### src/rtl/taxi_fare_meter_if.sv
// Control inputs and fare/distance outputs of the taxi fare meter.
// master drives the requests and sensors, slave is the meter itself.
interface taxi_fare_meter_if;
    logic        start;
    logic        stop;
    logic        clear;
    logic        wheel_pulse;
    logic        wait_in;
    logic [31:0] money;
    logic [19:0] dist_m;
    logic        busy;

    modport master (
        output start, stop, clear, wheel_pulse, wait_in,
        input  money, dist_m, busy
    );

    modport slave (
        input  start, stop, clear, wheel_pulse, wait_in,
        output money, dist_m, busy
    );
endinterface

### src/rtl/taxi_fare_meter.sv
// Taxi fare meter: flag-fall fare plus distance and waiting-time increments,
// saturating at MONEY_MAX, with an IDLE/RUN/HOLD trip state machine.
module taxi_fare_meter #(
    parameter int unsigned CLK_HZ    = 50_000_000,
    parameter int unsigned BASE_FARE = 100,
    parameter int unsigned BASE_DIST = 3000,
    parameter int unsigned UNIT_DIST = 500,
    parameter int unsigned UNIT_FARE = 10,
    parameter int unsigned WAIT_UNIT = 60,
    parameter int unsigned WAIT_FARE = 5,
    parameter int unsigned MONEY_MAX = 9999
) (
    input logic               clk,
    input logic               rst_n,
    taxi_fare_meter_if.slave  bus
);

    localparam int unsigned MW   = 32;
    localparam int unsigned DW   = 20;
    localparam int unsigned SUMW = 34;
    localparam int unsigned PW   = (CLK_HZ > 1)    ? $clog2(CLK_HZ)    : 1;
    localparam int unsigned UW   = (UNIT_DIST > 1) ? $clog2(UNIT_DIST) : 1;
    localparam int unsigned SW   = (WAIT_UNIT > 1) ? $clog2(WAIT_UNIT) : 1;
    localparam logic [DW-1:0] DIST_MAX = '1;

    typedef enum logic [1:0] {
        IDLE = 2'd0,
        RUN  = 2'd1,
        HOLD = 2'd2
    } state_t;

    state_t          state_q, state_d;
    logic            load_trip;
    logic            clear_trip;

    logic [2:0]      sync_q;
    logic            metre_strobe;

    logic [MW-1:0]   money_q, money_d;
    logic [DW-1:0]   dist_q, dist_d;
    logic [UW-1:0]   unit_q, unit_d;
    logic [PW-1:0]   presc_q, presc_d;
    logic [SW-1:0]   sec_q, sec_d;
    logic            busy_q;
    logic            dist_inc;
    logic            wait_inc;
    logic [SUMW-1:0] money_sum;

    // Two synchroniser flops plus one history flop for edge detection.
    always_ff @(posedge clk or negedge rst_n) begin
        if (!rst_n) begin
            sync_q <= '0;
        end else begin
            sync_q <= {sync_q[1:0], bus.wheel_pulse};
        end
    end

    assign metre_strobe = sync_q[1] & ~sync_q[2];

    always_ff @(posedge clk or negedge rst_n) begin
        if (!rst_n) begin
            state_q <= IDLE;
        end else begin
            state_q <= state_d;
        end
    end

    // Trip control: stop wins in RUN, start wins over clear in HOLD.
    always_comb begin
        state_d    = state_q;
        load_trip  = 1'b0;
        clear_trip = 1'b0;
        case (state_q)
            IDLE: begin
                if (bus.start) begin
                    state_d   = RUN;
                    load_trip = 1'b1;
                end
            end
            RUN: begin
                if (bus.stop) begin
                    state_d = HOLD;
                end
            end
            HOLD: begin
                if (bus.start) begin
                    state_d   = RUN;
                    load_trip = 1'b1;
                end else if (bus.clear) begin
                    state_d    = IDLE;
                    clear_trip = 1'b1;
                end
            end
            default: begin
                state_d = IDLE;
            end
        endcase
    end

    // Distance, waiting-time and fare next-state logic.
    always_comb begin
        money_d   = money_q;
        dist_d    = dist_q;
        unit_d    = unit_q;
        presc_d   = presc_q;
        sec_d     = sec_q;
        dist_inc  = 1'b0;
        wait_inc  = 1'b0;
        money_sum = SUMW'(money_q);

        if (load_trip) begin
            money_d = MW'(BASE_FARE);
            dist_d  = '0;
            unit_d  = '0;
            presc_d = '0;
            sec_d   = '0;
        end else if (clear_trip) begin
            money_d = '0;
            dist_d  = '0;
            unit_d  = '0;
            presc_d = '0;
            sec_d   = '0;
        end else if (state_q == RUN) begin
            // unit_q counts metres since the last distance increment once past BASE_DIST.
            if (metre_strobe && (dist_q != DIST_MAX)) begin
                dist_d = dist_q + DW'(1);
                if (32'(dist_q) >= BASE_DIST) begin
                    if (unit_q == UW'(UNIT_DIST - 1)) begin
                        unit_d   = '0;
                        dist_inc = 1'b1;
                    end else begin
                        unit_d = unit_q + UW'(1);
                    end
                end
            end

            if (bus.wait_in) begin
                if (presc_q == PW'(CLK_HZ - 1)) begin
                    presc_d = '0;
                    if (sec_q == SW'(WAIT_UNIT - 1)) begin
                        sec_d    = '0;
                        wait_inc = 1'b1;
                    end else begin
                        sec_d = sec_q + SW'(1);
                    end
                end else begin
                    presc_d = presc_q + PW'(1);
                end
            end else begin
                presc_d = '0;
            end

            money_sum = SUMW'(money_q)
                      + (dist_inc ? SUMW'(UNIT_FARE) : SUMW'(0))
                      + (wait_inc ? SUMW'(WAIT_FARE) : SUMW'(0));
            money_d   = (money_sum > SUMW'(MONEY_MAX)) ? MW'(MONEY_MAX)
                                                       : money_sum[MW-1:0];
        end else begin
            presc_d = '0;
        end
    end

    always_ff @(posedge clk or negedge rst_n) begin
        if (!rst_n) begin
            money_q <= '0;
            dist_q  <= '0;
            unit_q  <= '0;
            presc_q <= '0;
            sec_q   <= '0;
            busy_q  <= 1'b0;
        end else begin
            money_q <= money_d;
            dist_q  <= dist_d;
            unit_q  <= unit_d;
            presc_q <= presc_d;
            sec_q   <= sec_d;
            busy_q  <= (state_d == RUN);
        end
    end

    assign bus.money  = money_q;
    assign bus.dist_m = dist_q;
    assign bus.busy   = busy_q;

endmodule
### src/flat_wrapper.sv
// flat-port wrapper written by rule: the top's interface ports become plain ports
module taxi_fare_meter_flat 
#(
    parameter int unsigned CLK_HZ    = 50_000_000,
    parameter int unsigned BASE_FARE = 100,
    parameter int unsigned BASE_DIST = 3000,
    parameter int unsigned UNIT_DIST = 500,
    parameter int unsigned UNIT_FARE = 10,
    parameter int unsigned WAIT_UNIT = 60,
    parameter int unsigned WAIT_FARE = 5,
    parameter int unsigned MONEY_MAX = 9999
)
  (clk, rst_n, bus_start, bus_stop, bus_clear, bus_wheel_pulse, bus_wait_in, bus_money, bus_dist_m, bus_busy);
  taxi_fare_meter_if bus_i ();
  input logic clk;
  input logic rst_n;
  input wire logic [$bits(bus_i.start)-1:0] bus_start;
  input wire logic [$bits(bus_i.stop)-1:0] bus_stop;
  input wire logic [$bits(bus_i.clear)-1:0] bus_clear;
  input wire logic [$bits(bus_i.wheel_pulse)-1:0] bus_wheel_pulse;
  input wire logic [$bits(bus_i.wait_in)-1:0] bus_wait_in;
  output wire logic [$bits(bus_i.money)-1:0] bus_money;
  output wire logic [$bits(bus_i.dist_m)-1:0] bus_dist_m;
  output wire logic [$bits(bus_i.busy)-1:0] bus_busy;
  assign bus_i.start = bus_start;
  assign bus_i.stop = bus_stop;
  assign bus_i.clear = bus_clear;
  assign bus_i.wheel_pulse = bus_wheel_pulse;
  assign bus_i.wait_in = bus_wait_in;
  assign bus_money = bus_i.money;
  assign bus_dist_m = bus_i.dist_m;
  assign bus_busy = bus_i.busy;
  taxi_fare_meter #(.CLK_HZ(CLK_HZ), .BASE_FARE(BASE_FARE), .BASE_DIST(BASE_DIST), .UNIT_DIST(UNIT_DIST), .UNIT_FARE(UNIT_FARE), .WAIT_UNIT(WAIT_UNIT), .WAIT_FARE(WAIT_FARE), .MONEY_MAX(MONEY_MAX)) u_core (.clk(clk), .rst_n(rst_n), .bus(bus_i));
endmodule
### config.mk
export PLATFORM = sky130hd
export DESIGN_NAME = taxi_fare_meter_flat
export DESIGN_NICKNAME = d
export VERILOG_FILES = /design/src/rtl/taxi_fare_meter_if.sv /design/src/rtl/taxi_fare_meter.sv /design/src/flat_wrapper.sv
export SDC_FILE = /design/constraint.sdc
export NUM_CORES = 1
export LEC_CHECK = 0
export ABC_CLOCK_PERIOD_IN_PS = 9500
export CORE_ASPECT_RATIO = 2
export CORE_UTILIZATION = 61
export CTS_CLUSTER_SIZE = 30
export DETAILED_ROUTE_END_ITERATION = 12
export GPL_TIMING_DRIVEN = 0
export PLACE_DENSITY_LB_ADDON = 0.1
export SLEW_MARGIN = 20
export SYNTH_ARGS = -nofsm -noshare
export SYNTH_HDL_FRONTEND = slang
export SYNTH_SLANG_ARGS = --single-unit
### constraint.sdc
create_clock -name clk -period 9.5 [get_ports clk]
set_clock_uncertainty 0.2 [all_clocks]
set_input_delay 1.9 -clock clk [delete_from_list [all_inputs] [get_ports clk]]
set_output_delay 1.9 -clock clk [all_outputs]
set_load 0.005 [all_outputs]
After elaboration in Yosys (flattened, before gate mapping)
Index checks and enable logic that the tools add are counted.
- input port bits: 7
- flip-flop bits (word level): 99
- logic and storage cells: 85
- output and inout bits: 53
- magnitude comparators: 2
- bitwise logic cells: 2
- equal/unequal tests: 7
- muxes and demuxes: 49
- $add $sub $neg: 6
- reductions and logical operators: 11
- operators by type and width (operator ; number):
    $mux 26 ; 5
    $mux 32 ; 4
    $mux 20 ; 4
    $mux 9 ; 6
    $mux 6 ; 6
    $add 32x34->34 ; 1
    $add 34x34->34 ; 1
    $gt 34x14->1 const B ; 1
    $add 26x1->26 const B ; 1
    $eq 26x26->1 const B ; 1
    $add 20x1->20 const B ; 1
    $ge 20x12->1 const B ; 1
    $ne 20x20->1 const B ; 1
    $mux 1 ; 17
    $reduce_bool 3->1 ; 5
    $add 9x1->9 const B ; 1
    $eq 9x9->1 const B ; 1
    $mux 2 ; 4
    $add 6x1->6 const B ; 1
    $eq 6x6->1 const B ; 1
    $pmux 2 s3 ; 1
    $reduce_and 3->1 ; 2
    $eq 2x1->1 const B ; 2
    $mux 4 ; 1
    other kinds (8) ; 8

Logic depth before layout (Yosys ltp)
Gate-level depths: netlist of run 1.
- depth in word-level cells: 15
- mapped depth: 18
- gate-level depth less buffers: 17

Least setup slack after synthesis of run 1
OpenSTA, ideal clock, no wires.
- kind: input-to-reg
- start: input port bus_wait_in
- end: register u_core.money_q[10] (netlist: u_core.bus.money[10])
- slack: 4.714 ns
- arrival time: 4.466 ns
- buffers on the path: 1
- cell stages on the path: 12
- required time: 9.180 ns
- setup time: 0.120 ns
- cell sequence: and3_1 -> ha_1 -> o21ai_0 -> a211oi_1 -> o2111ai_1 -> a21boi_0 -> o2111ai_1 -> a211o_1 -> nor4_4 -> buf_6 -> a31oi_1 -> o211a_1
- cells in the longest elaborated chain, start to end: 11
- ends and longest elaborated chain (what ; RTL line ; text):
    start: declaration ; flat_wrapper.sv:21 ; input wire logic [$bits(bus_i.wait_in)-1:0] bus_wait_in;
    $mux 1 (*) ; taxi_fare_meter.sv:137 ; if (bus.wait_in) begin
    $mux 1 (*) ; taxi_fare_meter.sv:123 ; end else if (state_q == RUN) begin
    $mux 1 (*) ; taxi_fare_meter.sv:117 ; end else if (clear_trip) begin
    $mux 1 (*) ; taxi_fare_meter.sv:111 ; if (load_trip) begin
    $mux 3 (*) ; taxi_fare_meter.sv:155 ; + (wait_inc ? SUMW'(WAIT_FARE) : SUMW'(0));
    $add 34x34->34 (*) ; taxi_fare_meter.sv:155 ;
    $gt 34x14->1 ; taxi_fare_meter.sv:156 ; money_d = (money_sum > SUMW'(MONEY_MAX)) ? MW'(MONEY_MAX)
    $mux 32 (*) ; taxi_fare_meter.sv:156 ;
    $mux 32 (*) ; taxi_fare_meter.sv:123 ;
    $mux 32 (*) ; taxi_fare_meter.sv:117 ;
    $mux 32 (*) ; taxi_fare_meter.sv:111 ;
    end signal: assignment ; taxi_fare_meter.sv:172 ; money_q <= money_d;
    end: declaration ; taxi_fare_meter.sv:39 ; logic [MW-1:0] money_q, money_d;
Every way passes the cells marked *; elsewhere a longest branch is shown, timed or not. The select of a mux whose other input is x is not followed.
A chain may end at the register's enable or synchronous reset.

Worst setup path after layout of run 1
Same ends and word-level chain as after synthesis.

==> results.md, run 1 <==
- Status: finished clean
- Final Setup Violations: 0
- Least-Margin Pin Slew: 0.932 ns
- I/O Buffers: 59
- Multi-input gate area in the final layout: between 2000 and 3000 um^2
- Arr. time, crit path: between 5 and 6 ns
- Die width: 69.7 um
- Sequential power share: 0.474
- Final hold vios: 0
- CTS Buffer Depth: 2
- Number of buffers created by CTS: 9
- Mapped Area: 5590 um^2
- Post-placement cell count: approximately 790
- Peak supply drop: 130 uV
- Post-synth net total: between 600 and 700
- Number of remaining DRC errors: 0
- N_diodes: 0
- Period utilization: 0.580
- Critical path buffer and inverter count: 2
- Synth cell types: a little under 70
- Post-layout instance count excluding filler cells: 801
- Sink Count: approximately 100
- Gr ovfl total: 0
- Min-Delay Startpoint: u_core.sync_q[0]
- Critical path launch point type: input pin
- Hpwl dp: 10300 um
- Layout-stage area growth over the synthesis result: 18.7%
- Largest net degree at the start of global routing: 80
- Initial antenna violation count: 0
- Kind of critical path: input pin to flop
- LEAKAGE: between 2 and 3 nW
- WP data required: ~9.5 ns
- Worst Hold Class: flop to flop
- First-pass GRT wire length: 23200 um
- Crit path from: bus_wait_in
- Starting density of the core: 0.624
- Crit-path slowest cell: clkdlybuf4s50_1
- Post-cts sizing count: 0
- Most common cell after layout, fill and taps aside: nor2_1
- Routability cong.: 0.946
- Switching pwr: approximately 0.25 mW
- Final worst setup slack: roughly 4 ns
- Commonest non-fill, non-tap cells in the layout: nor2_1, dfrtp_1, clkdlybuf4s50_1
- Detailed Routing Iterations Pass 1: 5
- Cell family with most CP delay: compound AO/OA/AOI/OAI gates
- Top-level port count: 60
- Die height: 137 um
- Max-slew headroom: 0.375
- Via count: between 5000 and 6000
- Post-layout min period: 5.51 ns
- Internal power: approximately 0.69 mW
- Clock share of power: 0.392
- Fin. max-slew vios: 0
- Top FF cell, synth: dfrtp_1
- Layout cells sized above 1: 0.0615
- Combinational fraction of design power: 0.133
- Vias in the first global route: slightly above 5000
- Setup Total Neg Slack: 0 ns
- Fillers: 674
- Num rows: between 40 and 50
- Synthesized instance count: 624
- Worst r2r src: u_core.presc_q[0]
- Drt via density: 6.41
- H-tree levels: 3
- #FFs+latches synth: 99
- GR Util All Layers: 0.307
- Clock transition at the registers of the reported paths: 0.07 ns
- Core ar.: 8950 um^2
- Clk Latency, worst-skew pair: 0.34 ns
- Seq/Total Area, Yosys: 0.444
- CTS tree: done
- Pwr Density: 142 nW/um^2
- Wire per inst: 17.6 um
- Synth top area cells: dfrtp_1, nor2_1, and3_1
- Final core occ: 0.741
- Root Driver: clkbuf_16
- Asr flop ratio synth: 1.00
- Max Cap Violations: 0
- Crit Path Max Fanout: 10
- Slowest stage delay, CP: 0.49 ns
- Die footprint: roughly 9600 um^2
- Routed Antenna Nets: 0
- Pwr Total: 0.944 mW
- Detailed Route Iter0 Violations: 364
- RSZ-0062 raised after global routing: no
- Placement Setup Slack: approximately 3.7 ns
- Final wirelength: about 14000 um
- Share of the synthesized area in the top cell type: 0.444
- Final net count: 710
- R2r setup slk: approximately 4.3 ns
- CTS hold repair buffers: 0
- Seq. cell area: 2480 um^2
- Total setup buffers inserted after CTS: 0
- Worst-path cell chain: clkdlybuf4s50_1 > and3_1 > ha_1 > ha_1 > o21ai_0 > a211oi_1 > o2111ai_2 > nand2_1 > o2111ai_1 > a211o_1 > nor4_4 > buf_6 > a31oi_1 > o211a_1
- Most frequent CP cell: ha_1
- Crit. End Element: flop
- Post-Syn Area per Cell: around 9 um^2
- Yosys warnings: 0
- F_max: 181 MHz
- Net Sw Frac: 0.270
- EDFF count, synth: 0
- Largest area contributor in the netlist: dfrtp_1
state kept, by name, summed over array words and instances (netlist names):
| register | count |
|---|---|
| u_core.bus.busy | 1 |
| u_core.presc_q | 26 |
| u_core.state_q | 2 |
| u_core.bus.money | 32 |
| u_core.bus.dist_m | 20 |
| u_core.sync_q | 3 |
| u_core.sec_q | 6 |
| u_core.unit_q | 9 |
through the flow:
| stage | hold WS (ns) | cell area (um^2) |
|---|---|---|
| after floorplan | 0.131 | 5590 |
| after global placement | 0.181 | 6300 |
| after detailed placement | 0.178 | 6330 |
| after CTS | 0.197 | 6630 |
| after global routing | 0.193 | 6630 |
| final | 0.187 | 6630 |
area by class of cell:
class,instances,share of cell area
Tap cell,102,0.0192
Buffer,23,0.0147
Timing Repair Buffer,60,0.0934
Clock buffer,10,0.0360
Inverter,12,0.00679
Multi-Input combinational cell,490,0.447
Sequential cell,99,0.374
Clock inverter,5,0.00924
cell families (layout without fill, tap and decap cells):
logic type / count (synthesis) / after routing / share of synthesized area
buffers and inverters: 35 / 110 / 0.0255
AND/OR/NAND/NOR: 319 / 319 / 0.288
AO/OA/AOI/OAI: 112 / 112 / 0.144
flip-flops: 99 / 99 / 0.444
XOR/XNOR: 46 / 46 / 0.0721
adder cells (fa/ha/maj): 8 / 8 / 0.0179
multiplexers: 5 / 5 / 0.00918
worst reg2reg max path, stage by stage, from the launching register on:
cell       delay [ns]
dfrtp_1          0.39
ha_1             0.19
nand3_1          0.12
nor2_1           0.27
nand2_1          0.13
nor4_1           0.54
and3_1           0.30
ha_1             0.20
ha_1             0.20
o21ai_0          0.11
a211oi_1         0.35
o2111ai_2        0.32
nand2_1          0.31
o2111ai_1        0.15
a211o_1          0.36
nor4_4           0.45
buf_6            0.21
a31oi_1          0.09
o211a_1          0.21
layer usage:
metal	GRT usage	wire [um]	vias up
met1	0.334	5160	2474
met4	0.212	706	0
met2	0.551	7610	204
li1	-	-	2392
met5	0	0	-
met3	0.0388	615	64
final timing paths:
check	to	depth (start not counted)
setup / recovery	u_core.bus.money[10]	14
hold / removal	u_core.sync_q[1]	0
setup reg to reg	u_core.bus.money[10]	18
hold reg to reg	u_core.sync_q[1]	0
max in group asynchronous	u_core.bus.money[21]	2
min in group asynchronous	u_core.bus.dist_m[7]	1
synthesized netlist by cell type (5+ instances only):
master	n
nor2_1	100
dfrtp_1	99
nand2_1	57
nand3_1	36
and3_1	35
a21oi_1	25
xor2_1	24
nand4_1	22
xnor2_1	22
o21ai_0	20
clkbuf_1	19
nor3_1	17
inv_1	12
a31oi_1	10
ha_1	8
and2_1	7
nor4_1	7
or2_2	7
or3_1	7
and4_1	6
a211oi_1	5
o211ai_1	5
power by group through the flow:
| stage | clock, mW | sequential [mW] | combinational (mW) |
|---|---|---|---|
| floorplan | 0 | 0.454 | 0.0662 |
| global placement | 0 | 0.455 | 0.120 |
| detailed placement | 0 | 0.455 | 0.124 |
| CTS | 0.376 | 0.447 | 0.125 |
| global route | 0.392 | 0.449 | 0.139 |
| finish | 0.370 | 0.448 | 0.126 |
Note: power is estimated with default switching activity, not from simulation.
==> inputs of run 2 (changes only) <==
ABC_CLOCK_PERIOD_IN_PS = 5010   (was 9500)
CORE_UTILIZATION = 52   (was 61)
clock period = 5.01 ns   (was 9.5 ns; I/O delays follow)
==> run 2 against run 1 <==
Net effect: non-clock buffer count increased by 3; combinational power increased by 94%; global-route usage decreased by 2.5 points; via count decreased by 1.9%; critical path type is now flop to flop.
==> results.md, run 2 (synthesized netlist as in run 1, its figures left out) <==
- Cell family with most CP delay: simple AND/OR/NAND/NOR gates
- Number of remaining DRC errors: 0 (unchanged)
- Max-slew headroom: 0.348 (-0.0265)
- WP data required: 5.04 ns (-4.49 ns)
- N_diodes: 0 (unchanged)
- Crit Path Max Fanout: 10 (unchanged)
- Slowest stage delay, CP: 0.40 ns (-0.09 ns)
- Drt via density: 5.99 (-6.5%)
- Crit-path slowest cell: nor4_4
- Die footprint: 11200 um^2 (+17%)
- Root Driver: clkbuf_16
- Max FFs per register: 32 (unchanged)
- Final Setup Violations: 0 (unchanged)
- Initial antenna violation count: 0 (unchanged)
- I/O Buffers: 59 (unchanged)
- Routability cong.: 0.907 (-4.0%)
- LEAKAGE: 2.81 nW (+0.87%)
- Period utilization: 0.946
- Via count: 5034 (-1.9%)
- Layout cells sized above 1: 0.0768 (+0.0153)
- Crit. End Element: flop
- CTS tree: done
- Critical path launch point type: flop
- Sink Count: 99 (unchanged)
- GR Util All Layers: 0.282 (-0.0251)
- Post-placement cell count: 821 (+4.5%)
- Detailed Route Iter0 Violations: 309 (-15%)
- Clk Latency, worst-skew pair: 0.35 ns (about the same)
- Gr ovfl total: 0 (unchanged)
- Die width: 75.3 um (+8.1%)
- Worst-path cell chain: ha_1 > nand3_1 > nor2_2 > nand2_1 > nor4_4 > and3_1 > ha_1 > ha_1 > o21ai_0 > a211oi_2 > o2111ai_2 > nand2_2 > o2111ai_1 > a211o_1 > nor4_4 > buf_6 > a31oi_1 > o211a_1
- Starting density of the core: 0.533 (-0.0909)
- Final wirelength: 14600 um (+3.7%)
- Net Sw Frac: 0.279 (+0.00980)
- Commonest non-fill, non-tap cells in the layout: nor2_1, dfrtp_1, clkdlybuf4s50_1
- Combinational fraction of design power: 0.139 (+0.006)
- CTS Buffer Depth: 2 (unchanged)
- Num rows: 53 (+8.2%)
- Wire per inst: 17.4 um (-1.1%)
- Worst Hold Class: flop to flop
- Post-layout instance count excluding filler cells: 840 (+4.9%)
- Top-level port count: 60 (unchanged)
- Core ar.: 10500 um^2 (+17%)
- Layout-stage area growth over the synthesis result: 20.4%
- Most frequent CP cell: ha_1
- H-tree levels: 3 (unchanged)
- Clock share of power: 0.375 (-0.017)
- Hpwl dp: 10900 um (+6.4%)
- Max Cap Violations: 0 (unchanged)
- Switching pwr: 0.489 mW (+92%)
- Number of buffers created by CTS: 9 (unchanged)
- Fillers: 951 (+41%)
- Setup Total Neg Slack: 0 ns (unchanged)
- First-pass GRT wire length: 23900 um (+2.8%)
- Detailed Routing Iterations Pass 1: 5 (unchanged)
- Critical path buffer and inverter count: 1 (-1)
- RSZ-0062 raised after global routing: no
- Largest net degree at the start of global routing: 53 (-34%)
- Pwr Total: 1.75 mW (+85%)
- Peak supply drop: 193 uV (+48%)
- Die height: 149 um (+8.2%)
- Clock transition at the registers of the reported paths: 0.07 ns (about the same)
- Status: finished clean
- Vias in the first global route: 4960 (-2.1%)
- Final core occ: 0.642 (-0.0991)
- Final hold vios: 0 (unchanged)
- F_max: roughly 210 MHz
- Sequential power share: 0.486 (+0.012)
- Routed Antenna Nets: 0 (unchanged)
- Arr. time, crit path: 4.77 ns (-0.77 ns)
- Internal power: 1.26 mW (+83%)
- R2r setup slk: 0.27 ns (-4.03 ns)
- Final net count: 713 (+0.42%)
- Fin. max-slew vios: 0 (unchanged)
- Kind of critical path: flop to flop
- Post-layout min period: 4.74 ns
- Least-Margin Pin Slew: 0.972 ns (+0.0396 ns)
- Pwr Density: 260 nW/um^2 (+83%)
==> run 2: power groups by stage <==
stage	clock [mW]	sequential [mW]	combinational (mW)
final	0.656	0.850	0.244
after global routing	0.707	0.853	0.268
after CTS	0.670	0.849	0.243
after detailed placement	0	0.864	0.241
after global placement	0	0.863	0.233
after floorplan	0	0.861	0.126
==> run 2: final cells by class <==
| cell class | instances | area (um^2) | area share |
|---|---|---|---|
| Clock inverter | 5 | 37.5 | 0.00558 |
| Multi-Input combinational cell | 490 | 3010 | 0.448 |
| Sequential cell | 99 | 2480 | 0.368 |
| Buffer | 23 | 97.6 | 0.0145 |
| Inverter | 12 | 45.0 | 0.00670 |
| Clock buffer | 11 | 243 | 0.0361 |
| Timing Repair Buffer | 63 | 642 | 0.0954 |
| Tap cell | 137 | 171 | 0.0255 |
==> run 2: worst paths after layout <==
path | startpoint | end | cells after the start
min in group asynchronous | rst_n | u_core.bus.dist_m[7] | 1
max | u_core.presc_q[0] | u_core.bus.money[10] | 18
max in group asynchronous | rst_n | u_core.presc_q[5] | 2
min | u_core.sync_q[0] | u_core.sync_q[1] | 0
min reg2reg | u_core.sync_q[0] | u_core.sync_q[1] | 0
max reg2reg | u_core.presc_q[0] | u_core.bus.money[10] | 18
==> run 2: metrics by stage <==
step                setup slack [ns]  hold WS (ns)  cell area, um^2
floorplan                      0.770         0.131             5590
global placement              -0.993         0.182             6350
detailed placement            -0.181         0.192             6380
CTS                           0.0192         0.209             6660
global route                  0.0342         0.205             6730
finish                         0.273         0.204             6730
==> run 2: repair_timing <==
action	CTS	global route
endpoints found under the hold margin	0	0
hold buffers	0	0
resized for setup	1	9
buffers inserted	0	3
pin swaps	1	2
endpoints found under the setup margin	14	14
==> run 2: worst register-to-register path, delay by kind of cell (launching register included) <==
| kind | cells | cell delay (ns) |
|---|---|---|
| simple gates | 7 | 1.72 |
| compound gates | 7 | 1.48 |
| fa+ha+maj | 3 | 0.64 |
| flops | 1 | 0.39 |
| buf+inv | 1 | 0.20 |
==> run 2: metal layers <==
| layer | share of wire | global-route usage | vias to the layer above |
|---|---|---|---|
| li1 | - | - | 2408 |
| met1 | 0.37 | 0.306 | 2463 |
| met2 | 0.57 | 0.521 | 141 |
| met3 | 0.034 | 0.0346 | 22 |
| met4 | 0.024 | 0.130 | 0 |
| met5 | 0 | 0 | - |
